===== src/rtl/fir_interp2_if.sv =====
// Sample-in / sample-out bundle for the 2x interpolating FIR.
// Source drives din/din_valid; the filter returns ready and the output stream.
interface fir_interp2_if;
  logic signed [7:0] din;
  logic              din_valid;
  logic              din_ready;
  logic signed [7:0] dout;
  logic              dout_valid;
  logic              dout_odd;

  modport master (
    output din, din_valid,
    input  din_ready, dout, dout_valid, dout_odd
  );

  modport slave (
    input  din, din_valid,
    output din_ready, dout, dout_valid, dout_odd
  );
endinterface


===== src/rtl/fir_interp2.sv =====
// 2x polyphase interpolating FIR, 13-tap symmetric kernel, even then odd phase.
// Define FIR_INTERP2_ROUND_EN for round-half-up before the output shift.
module fir_interp2 #(
  parameter int OUT_SHIFT = 8,
  parameter int SAT_MAX   = 127,
  parameter int SAT_MIN   = -127
) (
  input  logic          clk,
  input  logic          n_rst,
  fir_interp2_if.slave  bus
);

  typedef enum logic [1:0] {
    IDLE,
    EVEN,
    ODD
  } state_e;

  localparam logic signed [7:0] CE [7] = '{
    -8'sd24, 8'sd0, 8'sd80, 8'sd127, 8'sd80, 8'sd0, -8'sd24
  };
  localparam logic signed [7:0] CO [7] = '{
    -8'sd21, 8'sd37, 8'sd114, 8'sd114, 8'sd37, -8'sd21, 8'sd0
  };

  state_e state_q, state_d;
  logic   ready_q, ready_d;
  logic   accept;

  logic signed [7:0]  x_q [7];
  logic signed [7:0]  x_d [7];
  logic signed [15:0] p_q [7];
  logic signed [15:0] p_d [7];
  logic               v1_q, v1_d;
  logic               odd1_q, odd1_d;

  logic signed [18:0] acc;
  logic signed [18:0] sh;
  logic signed [7:0]  sat;
  logic signed [7:0]  dout_q, dout_d;
  logic               dv_q, dv_d;
  logic               dodd_q, dodd_d;

  assign accept = bus.din_valid & ready_q;

  always_comb begin
    state_d = state_q;
    unique case (1'b1)
      (state_q == IDLE): state_d = accept ? EVEN : IDLE;
      (state_q == EVEN): state_d = ODD;
      (state_q == ODD):  state_d = accept ? EVEN : IDLE;
      default:           state_d = IDLE;
    endcase
    ready_d = (state_d != EVEN);
  end

  always_comb begin
    for (int i = 0; i < 7; i++) x_d[i] = x_q[i];
    if (accept) begin
      x_d[0] = bus.din;
      for (int i = 1; i < 7; i++) x_d[i] = x_q[i-1];
    end
  end

  // Products latch the phase chosen by the state; the delay line is stable
  // through both phase cycles since the next accept lands at the end of ODD.
  always_comb begin
    v1_d   = (state_q == EVEN) || (state_q == ODD);
    odd1_d = (state_q == ODD);
    for (int i = 0; i < 7; i++) begin
      p_d[i] = p_q[i];
      if (v1_d)
        p_d[i] = 16'(x_q[i]) * 16'(odd1_d ? CO[i] : CE[i]);
    end
  end

  always_comb begin
    acc = '0;
    for (int i = 0; i < 7; i++) acc = acc + 19'(p_q[i]);
`ifdef FIR_INTERP2_ROUND_EN
    acc = acc + (19'sd1 <<< (OUT_SHIFT - 1));
`else
    acc = acc;
`endif
    sh = acc >>> OUT_SHIFT;
    if (sh > 19'(SAT_MAX))
      sat = 8'(SAT_MAX);
    else if (sh < 19'(SAT_MIN))
      sat = 8'(SAT_MIN);
    else
      sat = sh[7:0];
    dout_d = v1_q ? sat : dout_q;
    dv_d   = v1_q;
    dodd_d = v1_q ? odd1_q : dodd_q;
  end

  always_ff @(posedge clk or negedge n_rst) begin
    if (!n_rst) begin
      state_q <= IDLE;
      ready_q <= 1'b1;
      for (int i = 0; i < 7; i++) begin
        x_q[i] <= '0;
        p_q[i] <= '0;
      end
      v1_q   <= 1'b0;
      odd1_q <= 1'b0;
      dout_q <= '0;
      dv_q   <= 1'b0;
      dodd_q <= 1'b0;
    end else begin
      state_q <= state_d;
      ready_q <= ready_d;
      for (int i = 0; i < 7; i++) begin
        x_q[i] <= x_d[i];
        p_q[i] <= p_d[i];
      end
      v1_q   <= v1_d;
      odd1_q <= odd1_d;
      dout_q <= dout_d;
      dv_q   <= dv_d;
      dodd_q <= dodd_d;
    end
  end

  assign bus.din_ready  = ready_q;
  assign bus.dout       = dout_q;
  assign bus.dout_valid = dv_q;
  assign bus.dout_odd   = dodd_q;

endmodule


===== src/flat_wrapper.sv =====
// flat-port wrapper written by rule: the top's interface ports become plain ports
module fir_interp2_flat 
#(
  parameter int OUT_SHIFT = 8,
  parameter int SAT_MAX   = 127,
  parameter int SAT_MIN   = -127
)
  (clk, n_rst, bus_din, bus_din_valid, bus_din_ready, bus_dout, bus_dout_valid, bus_dout_odd);
  fir_interp2_if bus_i ();
  input  logic clk;
  input  logic n_rst;
  input wire logic [$bits(bus_i.din)-1:0] bus_din;
  input wire logic [$bits(bus_i.din_valid)-1:0] bus_din_valid;
  output wire logic [$bits(bus_i.din_ready)-1:0] bus_din_ready;
  output wire logic [$bits(bus_i.dout)-1:0] bus_dout;
  output wire logic [$bits(bus_i.dout_valid)-1:0] bus_dout_valid;
  output wire logic [$bits(bus_i.dout_odd)-1:0] bus_dout_odd;
  assign bus_i.din = bus_din;
  assign bus_i.din_valid = bus_din_valid;
  assign bus_din_ready = bus_i.din_ready;
  assign bus_dout = bus_i.dout;
  assign bus_dout_valid = bus_i.dout_valid;
  assign bus_dout_odd = bus_i.dout_odd;
  fir_interp2 #(.OUT_SHIFT(OUT_SHIFT), .SAT_MAX(SAT_MAX), .SAT_MIN(SAT_MIN)) u_core (.clk(clk), .n_rst(n_rst), .bus(bus_i));
endmodule

===== config.mk =====
export PLATFORM = sky130hd
export DESIGN_NAME = fir_interp2_flat
export DESIGN_NICKNAME = d
export VERILOG_FILES = /design/src/rtl/fir_interp2_if.sv /design/src/rtl/fir_interp2.sv /design/src/flat_wrapper.sv
export SDC_FILE = /design/constraint.sdc
export NUM_CORES = 1
export LEC_CHECK = 0
export CAP_MARGIN = 5
export CORE_MARGIN = 8
export CORE_UTILIZATION = 50
export DETAILED_ROUTE_END_ITERATION = 8
export DONT_BUFFER_PORTS = 1
export SYNTH_ARGS = -nofsm -noshare
export SYNTH_HDL_FRONTEND = slang
export SYNTH_SLANG_ARGS = --single-unit

===== constraint.sdc =====
create_clock -name clk -period 8.5 [get_ports clk]
set_input_delay 1.275 -clock clk [delete_from_list [all_inputs] [get_ports clk]]
set_output_delay 1.275 -clock clk [all_outputs]
set_load 0.02 [all_outputs]

==> summary.md, run 1 <==
| Metric | Value |
|---|---|
| Status | `completed` |
| CTS root buf | `clkbuf_16` |
| Main synth FF type | `dfrtp_1` |
| Netlist cell types | `71` |
| Clock Latency Late Sink | `0.45 ns` |
| FFs w/ async S/R, synth | `100%` |
| Final Hold Violating Endpoints | `0` |
| Starting density of the core | `50.5%` |
| Yosys warns | `0` |
| Detailed-router iteration count before antenna repair | `4` |
| Core Region | `37,400 µm²` |
| Post-synth EDFFs | `0` |
| First-pass GRT wire length | `66,100 µm` |
| Portion of netlist area occupied by mux cells | `6.84%` |
| Crit share post-route | `81.2%` |
| # setup viols final | `0` |
| CTS sink cnt | `176` |
| Row cnt | `71` |
| Hpwl dp | `32,200 µm` |
| Die Y | `210 µm` |
| Complex-gate fraction of the synthesized area | `8.25%` |
| Final slew viol count | `0` |
| Normalized max-slew margin | `40.3%` |
| P&R area growth vs syn | `6.24%` |
| Synth Area in Simple Gates | `7.37%` |
| Diodes inserted | `0` |
| Fraction of layout instances using a drive strength above 1 | `9.34%` |
| Die X | `210 µm` |
| Nets | `2,328` |
| DRC errors left | `0` |
| Fillers | `3,348` |
| TNS Setup | `0 ns` |
| Kind of end point of the critical path | `register` |
| Total number of vias | `11,900` |
| Fin Hold WS | `0.504 ns` |
| Worst hold path type | `register to register` |
| Max Cap Violations | `0` |
| Antenna-violating nets left | `0` |
| Detailed router's first-iteration violation count | `473` |
| Crit path time final | `6.90 ns` |
| Port Buf Inserts | `0` |
| Final GP Congestion | `0.837` |
| Top-area cell type share of the netlist area | `23.8%` |
| Synth Area in XOR/XNOR | `4.59%` |
| Actual slew at the worst max-slew pin | `0.895 ns` |
| Crit-path max FO | `9` |
| CTS tree | `yes` |
| Clock Path Buffers | `2` |
| Placed Instances | `2,331` |
| CTS Buf Count | `17` |
| Initial antenna violation count | `0` |
| Max frequency | `145 MHz` |
| PostCTS Resize Cnt | `0` |
| WS Path Type | `register to register` |
| Seq/Total Area, Yosys | `23.3%` |
| Post-route insts no fill | `2,363` |
| # Post-CTS Setup Buffers | `0` |
| Req. time, crit path | `8.88 ns` |
| Total GRT Usage | `18.9%` |
| Synth Instances | `1,838` |
| Mapped Avg Cell Area | `10.3 µm²` |
| Worst Path Arrival | `7.28 ns` |
| Fin Clk Skew | `0.0107 ns` |
| Hold-fix buffers at CTS | `0` |
| DR WL/cell | `16.5 µm` |
| Largest net degree at the start of global routing | `177` |
| Post-DR vias/cell | `5.04` |
| Worst setup SP type | `register` |
| CTS clk-pin slew, worst paths | `0.08 ns` |
| Synth Area in Adders | `40.6%` |
| Final wirelength | `39,000 µm` |
| Ranking of synthesized cells by area | `fa_1 (24%), dfrtp_1 (23%), ha_1 (17%), inv_1 (8.1%), mux2_2 (6.5%)` |
| Die Area | `44,200 µm²` |
| Largest area contributor in the netlist | `fa_1` |
| RSZ-0062 raised after global routing | `no` |
| Vias in the first global route | `12,500` |
| I/O Pins | `22` |
| Post-Syn Area | `18,900 µm²` |
| FF+latch count, synth | `176` |
| CTS H-Tree Depth | `4` |
| Total grt overflow | `0` |
| Main combinational cell family by area after synthesis | `adder cells` |
-- worst paths after layout --
path | slack, ns | from | cells past startpoint | end
max | 1.60 | u_core.p_q[65] | 27 | u_core.bus.dout[3]
min | 0.50 | u_core.x_q[2] | 1 | u_core.x_q[2]
max reg2reg | 1.60 | u_core.p_q[65] | 27 | u_core.bus.dout[3]
min reg2reg | 0.50 | u_core.x_q[2] | 1 | u_core.x_q[2]
max in group asynchronous | 7.60 | n_rst | 0 | u_core.x_q[47]
min in group asynchronous | 0.53 | n_rst | 0 | u_core.p_q[44]
-- flip-flops by register name (all words and copies together) (netlist names) --
| register | count |
|---|---|
| u_core.bus.din_ready | 1 |
| u_core.bus.dout | 8 |
| u_core.bus.dout_odd | 1 |
| u_core.bus.dout_valid | 1 |
| u_core.dv_d | 1 |
| u_core.odd1_q | 1 |
| u_core.p_q | 105 |
| u_core.state_q | 2 |
| u_core.x_q | 56 |
-- critical path, stage by stage, from the launching register on --
cell and delay (ns):
dfrtp_1 0.40, fa_1 0.54, ha_1 0.17, inv_1 0.05, fa_1 0.39, nor2b_1 0.15, o21a_1 0.14, o21ai_0 0.11
a21oi_1 0.21, o2111ai_1 0.21, a311oi_1 0.30, o21ai_0 0.16, a21oi_1 0.21, a31oi_1 0.10, fa_1 0.47, fa_1 0.51
inv_1 0.06, fa_1 0.50, inv_1 0.04, ha_1 0.36, inv_1 0.09, o21bai_1 0.43, a21oi_1 0.14, nor2b_1 0.12
a211o_1 0.16, mux2i_2 0.46, nor2b_1 0.17, o2bb2ai_1 0.16
-- cells in the final DEF (no fill, tap or decap), drive strengths merged, types with 21 or more instances in the layout --
master | netlist | final
ha | 254 | 254
and2 | 27 | 27
fa | 224 | 224
xnor2 | 84 | 84
o21ai | 61 | 61
inv | 405 | 412
dfrtp | 175 | 175
nor2 | 76 | 76
nand2 | 73 | 73
mux2 | 109 | 109
a21o | 21 | 21
a21oi | 72 | 72
nor2b | 29 | 29
-- through the flow --
stage | setup slack [ns] | cell area [µm²] | util [%]
floorplan | 2.25 | 18900 | -
global placement | 1.80 | 19500 | 52.0
detailed placement | 1.67 | 19500 | 52.0
CTS | 1.63 | 20000 | 53.6
global route | 1.00 | 20000 | 53.6
finish | 1.60 | 20000 | 53.6
-- routing by layer --
layer / share of wire (%) / vias to the layer above / wire length (µm) / GRT usage [%]
met5: 0 / - / 0 / 0
met4: 2.0 / 0 / 767 / 4.88
met3: 2.2 / 26 / 856 / 2.44
met2: 49 / 112 / 19100 / 32.3
met1: 47 / 5888 / 18200 / 25.2
li1: - / 5879 / - / -
-- cells by family after synthesis --
group | after synthesis
adder cells (fa/ha/maj) | 478
AO/OA/AOI/OAI | 244
other | 2
AND/OR/NAND/NOR | 280
multiplexers | 115
flip-flops | 176
XOR/XNOR | 99
buffers and inverters | 444
-- cell usage after synthesis (all sizes together), types with 5 or more instances --
| master | n |
|---|---|
| nor2 | 76 |
| a21o | 21 |
| o21bai | 19 |
| nand2 | 73 |
| nand3 | 12 |
| o211ai | 8 |
| buf | 11 |
| dfrtp | 175 |
| xnor2 | 84 |
| o21ai | 61 |
| nor3 | 14 |
| nand2b | 9 |
| mux2 | 109 |
| xor2 | 15 |
| o21a | 6 |
| a31oi | 10 |
| or2 | 9 |
| fa | 224 |
| mux2i | 6 |
| and3 | 5 |
| clkbuf | 26 |
| inv | 405 |
| ha | 254 |
| a21oi | 72 |
| nor2b | 29 |
| and2 | 27 |
| a211oi | 5 |
-- layout make-up --
type / count / area (µm²) / share of cell area, %
timing repair buffer: 4 / 30.0 / 0.150
clock inverter: 15 / 170 / 0.849
tap: 511 / 639 / 3.19
multi-input combinational: 1233 / 12900 / 64.1
sequential: 176 / 4410 / 22.0
clock buffer: 17 / 425 / 2.12
inverter: 407 / 1530 / 7.62
Power of run 1 is not shown: default switching activity piles up to over one toggle a cycle in this logic, so the estimate is an artifact.
==> inputs of run 2 (changes only) <==
Clock period 8.5 ns to 6.84 ns, I/O delays scaled along.
==> summary.md, run 2 (synthesized netlist as in run 1, its figures left out) <==
| Metric | Value |
|---|---|
| Final wirelength | `38,900 µm (was 39,000 µm)` |
| Req. time, crit path | `7.17 ns (was 8.88 ns)` |
| Initial antenna violation count | `0 (unchanged)` |
| Multi-input gate area | `12,900 µm² (about the same)` |
| Place WS | `0.0675 ns (was 1.67 ns)` |
| Crit Reg-Reg Startpoint | `u_core.p_q[65] (unchanged)` |
| WL met3 | `760 µm (was 856 µm)` |
| Vias in the first global route | `12,500 (about the same)` |
| Max Cap Violations | `0 (unchanged)` |
| Nets | `2,335 (was 2,328)` |
| Total GRT Usage | `18.7% (was 18.9%)` |
| Total grt overflow | `0 (unchanged)` |
| Fin Hold WS | `0.277 ns (was 0.504 ns)` |
| Die Y | `210 µm (unchanged)` |
| Max frequency | `153 MHz (was 145 MHz)` |
| Actual slew at the worst max-slew pin | `0.902 ns (was 0.895 ns)` |
| Final Util | `53.9% (was 53.6%)` |
| Die X | `210 µm (unchanged)` |
| Clock Path Buffers | `2 (unchanged)` |
| P&R area growth vs syn | `6.78% (was 6.24%)` |
| CTS H-Tree Depth | `4 (unchanged)` |
| Placed Instances | `2,335 (was 2,331)` |
| Worst path slowest cell | `fa_1 (unchanged)` |
| Worst Path Arrival | `6.85 ns (was 7.28 ns)` |
| Reg-to-Reg End | `u_core.bus.dout[1] (was u_core.bus.dout[3])` |
| R2r setup slk | `0.32 ns (was 1.60 ns)` |
| Worst path most repeated cell | `fa_1 (unchanged)` |
| Status | `completed (unchanged)` |
| Starting density of the core | `50.5% (unchanged)` |
| Clock Latency Late Sink | `0.44 ns (was 0.45 ns)` |
| Fin Clk Skew | `0.00779 ns (was 0.0107 ns)` |
| Detailed router's first-iteration violation count | `514 (was 473)` |
| FF-to-FF path depth | `27 (unchanged)` |
| Most common cell after layout, fill and taps aside | `inv_1 (unchanged)` |
| Die Area | `44,200 µm² (unchanged)` |
| Diodes inserted | `0 (unchanged)` |
| DR WL met2 | `19,200 µm (was 19,100 µm)` |
| CTS tree | `yes (unchanged)` |
| Sum of buffers and inverters on the critical path | `3 (was 4)` |
| Crit-path max FO | `7 (was 9)` |
| Final GP Congestion | `0.875 (was 0.837)` |
| CTS sink cnt | `176 (unchanged)` |
| Largest stage delay, worst path | `0.54 ns (about the same)` |
| WS Path Type | `register to register (unchanged)` |
| Register area | `4410 µm² (unchanged)` |
| First-pass GRT wire length | `65,500 µm (was 66,100 µm)` |
| Wl on met1 | `18,400 µm (was 18,200 µm)` |
| # setup viols final | `0 (unchanged)` |
| Antenna-violating nets left | `0 (unchanged)` |
| Crit path time final | `6.52 ns (was 6.90 ns)` |
| CTS root buf | `clkbuf_16 (unchanged)` |
| Post-route insts no fill | `2,370 (was 2,363)` |
| I/O Pins | `22 (unchanged)` |
| CTS Buf Count | `17 (unchanged)` |
| Final slew viol count | `0 (unchanged)` |
| Fraction of layout instances using a drive strength above 1 | `10.4% (was 9.34%)` |
| Core Region | `37,400 µm² (unchanged)` |
| Port Buf Inserts | `0 (unchanged)` |
| Worst setup SP type | `register (unchanged)` |
| Post-DR vias/cell | `5.04 (about the same)` |
| DRC errors left | `0 (unchanged)` |
| Total number of vias | `11,900 (about the same)` |
| Kind of end point of the critical path | `register (unchanged)` |
| Detailed-router iteration count before antenna repair | `7 (was 4)` |
| DR WL/cell | `16.4 µm (was 16.5 µm)` |
| Crit share post-route | `95.4% (was 81.2%)` |
| Top reg by flops | `u_core.p_q (unchanged)` |
| Final Hold Violating Endpoints | `0 (unchanged)` |
| CTS clk-pin slew, worst paths | `0.08 ns (about the same)` |
| CP delay by family, top | `adder cells (unchanged)` |
| Worst path depth | `27 (unchanged)` |
| Hpwl dp | `32,000 µm (was 32,200 µm)` |
| Normalized max-slew margin | `39.8% (was 40.3%)` |
| Fillers | `3,420 (was 3,348)` |
| Top sig layer | `met4 (unchanged)` |
| Row cnt | `71 (unchanged)` |
| Most frequent cells in the layout | `inv_1 (405), ha_1 (251), fa_1 (223) (was inv_1 (405), ha_1 (252), fa_1 (224))` |
| Largest net degree at the start of global routing | `177 (unchanged)` |
| Setup ws final | `0.317 ns (was 1.60 ns)` |
| Hold-fix buffers at CTS | `0 (unchanged)` |
| Largest register FFs | `105 (unchanged)` |
| Worst hold path type | `primary input to async pin (was register to register)` |
-- run 2: layer usage --
metal  vias up  GRT usage [%]
li1       5902              -
met1      5925           25.1
met2        96           31.9
met3        16           2.47
met4         0           4.06
met5         -              0
-- run 2: final cells by class --
type                       instances  area share, %
clock buffer                      18           2.18
clock inverter                    14          0.640
inverter                         407           7.58
multi-input combinational       1233           64.2
sequential                       176           21.9
tap                              511           3.17
timing repair buffer              11          0.410
-- run 2: how the worst max path moves through the flow --
stage                                    end  slack (ns)      startpoint
after global placement    u_core.bus.dout[1]        0.17  u_core.p_q[65]
after CTS                 u_core.bus.dout[2]        0.05  u_core.p_q[65]
after floorplan           u_core.bus.dout[1]        0.59  u_core.p_q[65]
after global routing      u_core.bus.dout[5]       -0.02  u_core.p_q[65]
after detailed placement  u_core.bus.dout[1]        0.07  u_core.p_q[65]
final                     u_core.bus.dout[1]        0.32  u_core.p_q[65]
-- run 2: per-stage QoR --
stage | setup TNS, ns | cell area [µm²]
6_report | 0 | 20200
5_1_grt | -0.0373 | 20200
4_1_cts | 0 | 20100
3_5_place_dp | 0 | 19500
3_3_place_gp | 0 | 19500
2_1_floorplan | 0 | 18900
-- run 2: repair_timing --
action,in CTS,in global routing
gates resized for setup,0,20
setup buffers,0,3
setup endpoints to repair,0,8
Power of run 2 is left out for the same reason.
==> inputs of run 3 (changes only) <==
Settings changed: CELL_PAD_IN_SITES_DETAIL_PLACEMENT from default to 0, CELL_PAD_IN_SITES_GLOBAL_PLACEMENT from default to 1, PLACE_DENSITY_LB_ADDON from default to 0.1.
==> summary.md, run 3 (synthesized netlist as in run 1, its figures left out) <==
| Metric | Value |
|---|---|
| Largest register FFs | `105 (unchanged)` |
| Starting density of the core | `50.5% (unchanged)` |
| Port Buf Inserts | `0 (unchanged)` |
| # setup viols final | `0 (unchanged)` |
| Detailed router's first-iteration violation count | `484 (was 514)` |
| Diodes inserted | `0 (unchanged)` |
| CTS tree | `yes (unchanged)` |
| Total number of vias | `11,900 (about the same)` |
| P&R area growth vs syn | `6.97% (was 6.78%)` |
| Max frequency | `153 MHz (about the same)` |
| Nets | `2,336 (was 2,335)` |
| Fin Clk Skew | `0.0167 ns (was 0.00779 ns)` |
| DRC errors left | `0 (unchanged)` |
| Total GRT Usage | `19.0% (was 18.7%)` |
| Largest stage delay, worst path | `0.55 ns (was 0.54 ns)` |
| Worst hold path type | `primary input to async pin (unchanged)` |
| Most frequent cells in the layout | `inv_1 (404), ha_1 (249), fa_1 (223) (was inv_1 (405), ha_1 (251), fa_1 (223))` |
| Die Y | `210 µm (unchanged)` |
| TNS Setup | `0 ns (unchanged)` |
| Hpwl dp | `32,400 µm (was 32,000 µm)` |
| WS Path Type | `register to register (unchanged)` |
| CTS clk-pin slew, worst paths | `0.08 ns (about the same)` |
| Initial antenna violation count | `0 (unchanged)` |
| Hold-fix buffers at CTS | `0 (unchanged)` |
| Area after DPL | `19,500 µm² (about the same)` |
| DR WL/cell | `16.8 µm (was 16.4 µm)` |
| Normalized max-slew margin | `36.5% (was 39.8%)` |
| Fin Hold WS | `0.257 ns (was 0.277 ns)` |
| Antenna-violating nets left | `0 (unchanged)` |
| CP delay by family, top | `adder cells (unchanged)` |
| First-pass GRT wire length | `66,500 µm (was 65,500 µm)` |
| Final slew viol count | `0 (unchanged)` |
| Fillers | `3,398 (was 3,420)` |
| Kind of end point of the critical path | `register (unchanged)` |
| Detailed-router iteration count before antenna repair | `5 (was 7)` |
| Max Cap Violations | `0 (unchanged)` |
| Row cnt | `71 (unchanged)` |
| CTS sink cnt | `176 (unchanged)` |
| Crit-path max FO | `7 (unchanged)` |
| Worst path most repeated cell | `fa_1 (unchanged)` |
| Fraction of layout instances using a drive strength above 1 | `10.7% (was 10.4%)` |
| Worst Path Arrival | `6.86 ns (was 6.85 ns)` |
| Final GP Congestion | `0.802 (was 0.875)` |
| CTS H-Tree Depth | `4 (unchanged)` |
| Setup ws final | `0.317 ns (about the same)` |
| I/O Pins | `22 (unchanged)` |
| Final instance area | `20,200 µm² (about the same)` |
| Status | `completed (unchanged)` |
| Final Hold Violating Endpoints | `0 (unchanged)` |
| Clock Path Buffers | `2 (unchanged)` |
| Clock Latency Late Sink | `0.46 ns (was 0.44 ns)` |
| Total grt overflow | `0 (unchanged)` |
| Actual slew at the worst max-slew pin | `0.952 ns (was 0.902 ns)` |
| Worst path slowest cell | `fa_1 (unchanged)` |
| Most common cell after layout, fill and taps aside | `inv_1 (unchanged)` |
| Vias in the first global route | `12,700 (was 12,500)` |
| Crit path time final | `6.52 ns (about the same)` |
| Worst setup SP type | `register (unchanged)` |
| CTS root buf | `clkbuf_16 (unchanged)` |
| Sum of buffers and inverters on the critical path | `3 (unchanged)` |
| Req. time, crit path | `7.18 ns (was 7.17 ns)` |
| Die Area | `44,200 µm² (unchanged)` |
| Largest net degree at the start of global routing | `177 (unchanged)` |
| Die X | `210 µm (unchanged)` |
| Post-DR vias/cell | `5.02 (was 5.04)` |
| Core Region | `37,400 µm² (unchanged)` |
| Top reg by flops | `u_core.p_q (unchanged)` |
| CTS Buf Count | `17 (unchanged)` |
| Place WS | `-0.0588 ns (was 0.0675 ns)` |
| Crit share post-route | `95.4% (about the same)` |
| Final wirelength | `39,800 µm (was 38,900 µm)` |
## run 3: cell count changes in the layout (fill, tap and decap cells not counted), moves of 2 or more
| cell | delta |
|---|---|
| a21boi_1 | -2 |
| inv_8 | +2 |
| ha_1 | -2 |
| a21boi_0 | +2 |
| a21oi_1 | -2 |
| ha_2 | +2 |
| clkinv_8 | -2 |
| a21oi_2 | +2 |
## run 3: metrics by stage
| step | util [%] | instances |
|---|---|---|
| 6_report | 54.0 | 2371 |
| 5_1_grt | 54.0 | 2371 |
| 4_1_cts | 53.6 | 2365 |
| 3_5_place_dp | 52.1 | 2333 |
| 3_3_place_gp | 52.1 | 2333 |
| 2_1_floorplan | - | 1853 |
## run 3: area by class of cell
| type | instances | area [µm²] | area share (%) |
|---|---|---|---|
| Clock buffer | 18 | 439 | 2.18 |
| Clock inverter | 14 | 124 | 0.614 |
| Inverter | 407 | 1530 | 7.57 |
| Multi-Input combinational cell | 1233 | 13000 | 64.2 |
| Sequential cell | 176 | 4410 | 21.8 |
| Tap cell | 511 | 639 | 3.17 |
| Timing Repair Buffer | 12 | 90.1 | 0.446 |
## run 3: path summary, 6_finish.rpt
check | slack [ns] | startpoint | endpoint | cells past startpoint
worst max-delay path | 0.32 | u_core.p_q[65] | u_core.bus.dout[1] | 27
worst min-delay path | 0.26 | n_rst | u_core.dv_d | 0
worst max register to register | 0.32 | u_core.p_q[65] | u_core.bus.dout[1] | 27
worst min register to register | 0.48 | u_core.odd1_q | u_core.bus.dout_odd | 1
max in group asynchronous | 6.10 | n_rst | u_core.bus.dout[3] | 0
min in group clk | 0.48 | u_core.odd1_q | u_core.bus.dout_odd | 1
## run 3: timing repair
action	in CTS	in global routing
buffers inserted	0	6
setup endpoints to repair	5	8
resized for setup	1	24
pin swaps	0	11
## run 3: layer usage
metal  GRT usage [%]  vias to the layer above  share of wire (%)
li1                -                     5883                  -
met5               0                        -                  0
met3            2.58                       34                2.4
met2            31.5                      111                 47
met4            5.32                        0                1.9
met1            26.0                     5880                 48
## run 3: worst register-to-register path, delay by kind of cell, from the launching register on
kind                     cells  cell delay (ns)
flip-flops                   1             0.40
buffers and inverters        3             0.16
XOR/XNOR                     1             0.27
AO/OA/AOI/OAI               10             1.87
AND/OR/NAND/NOR              6             0.94
adder cells (fa/ha/maj)      7             2.79
Power of run 3 is left out for the same reason.
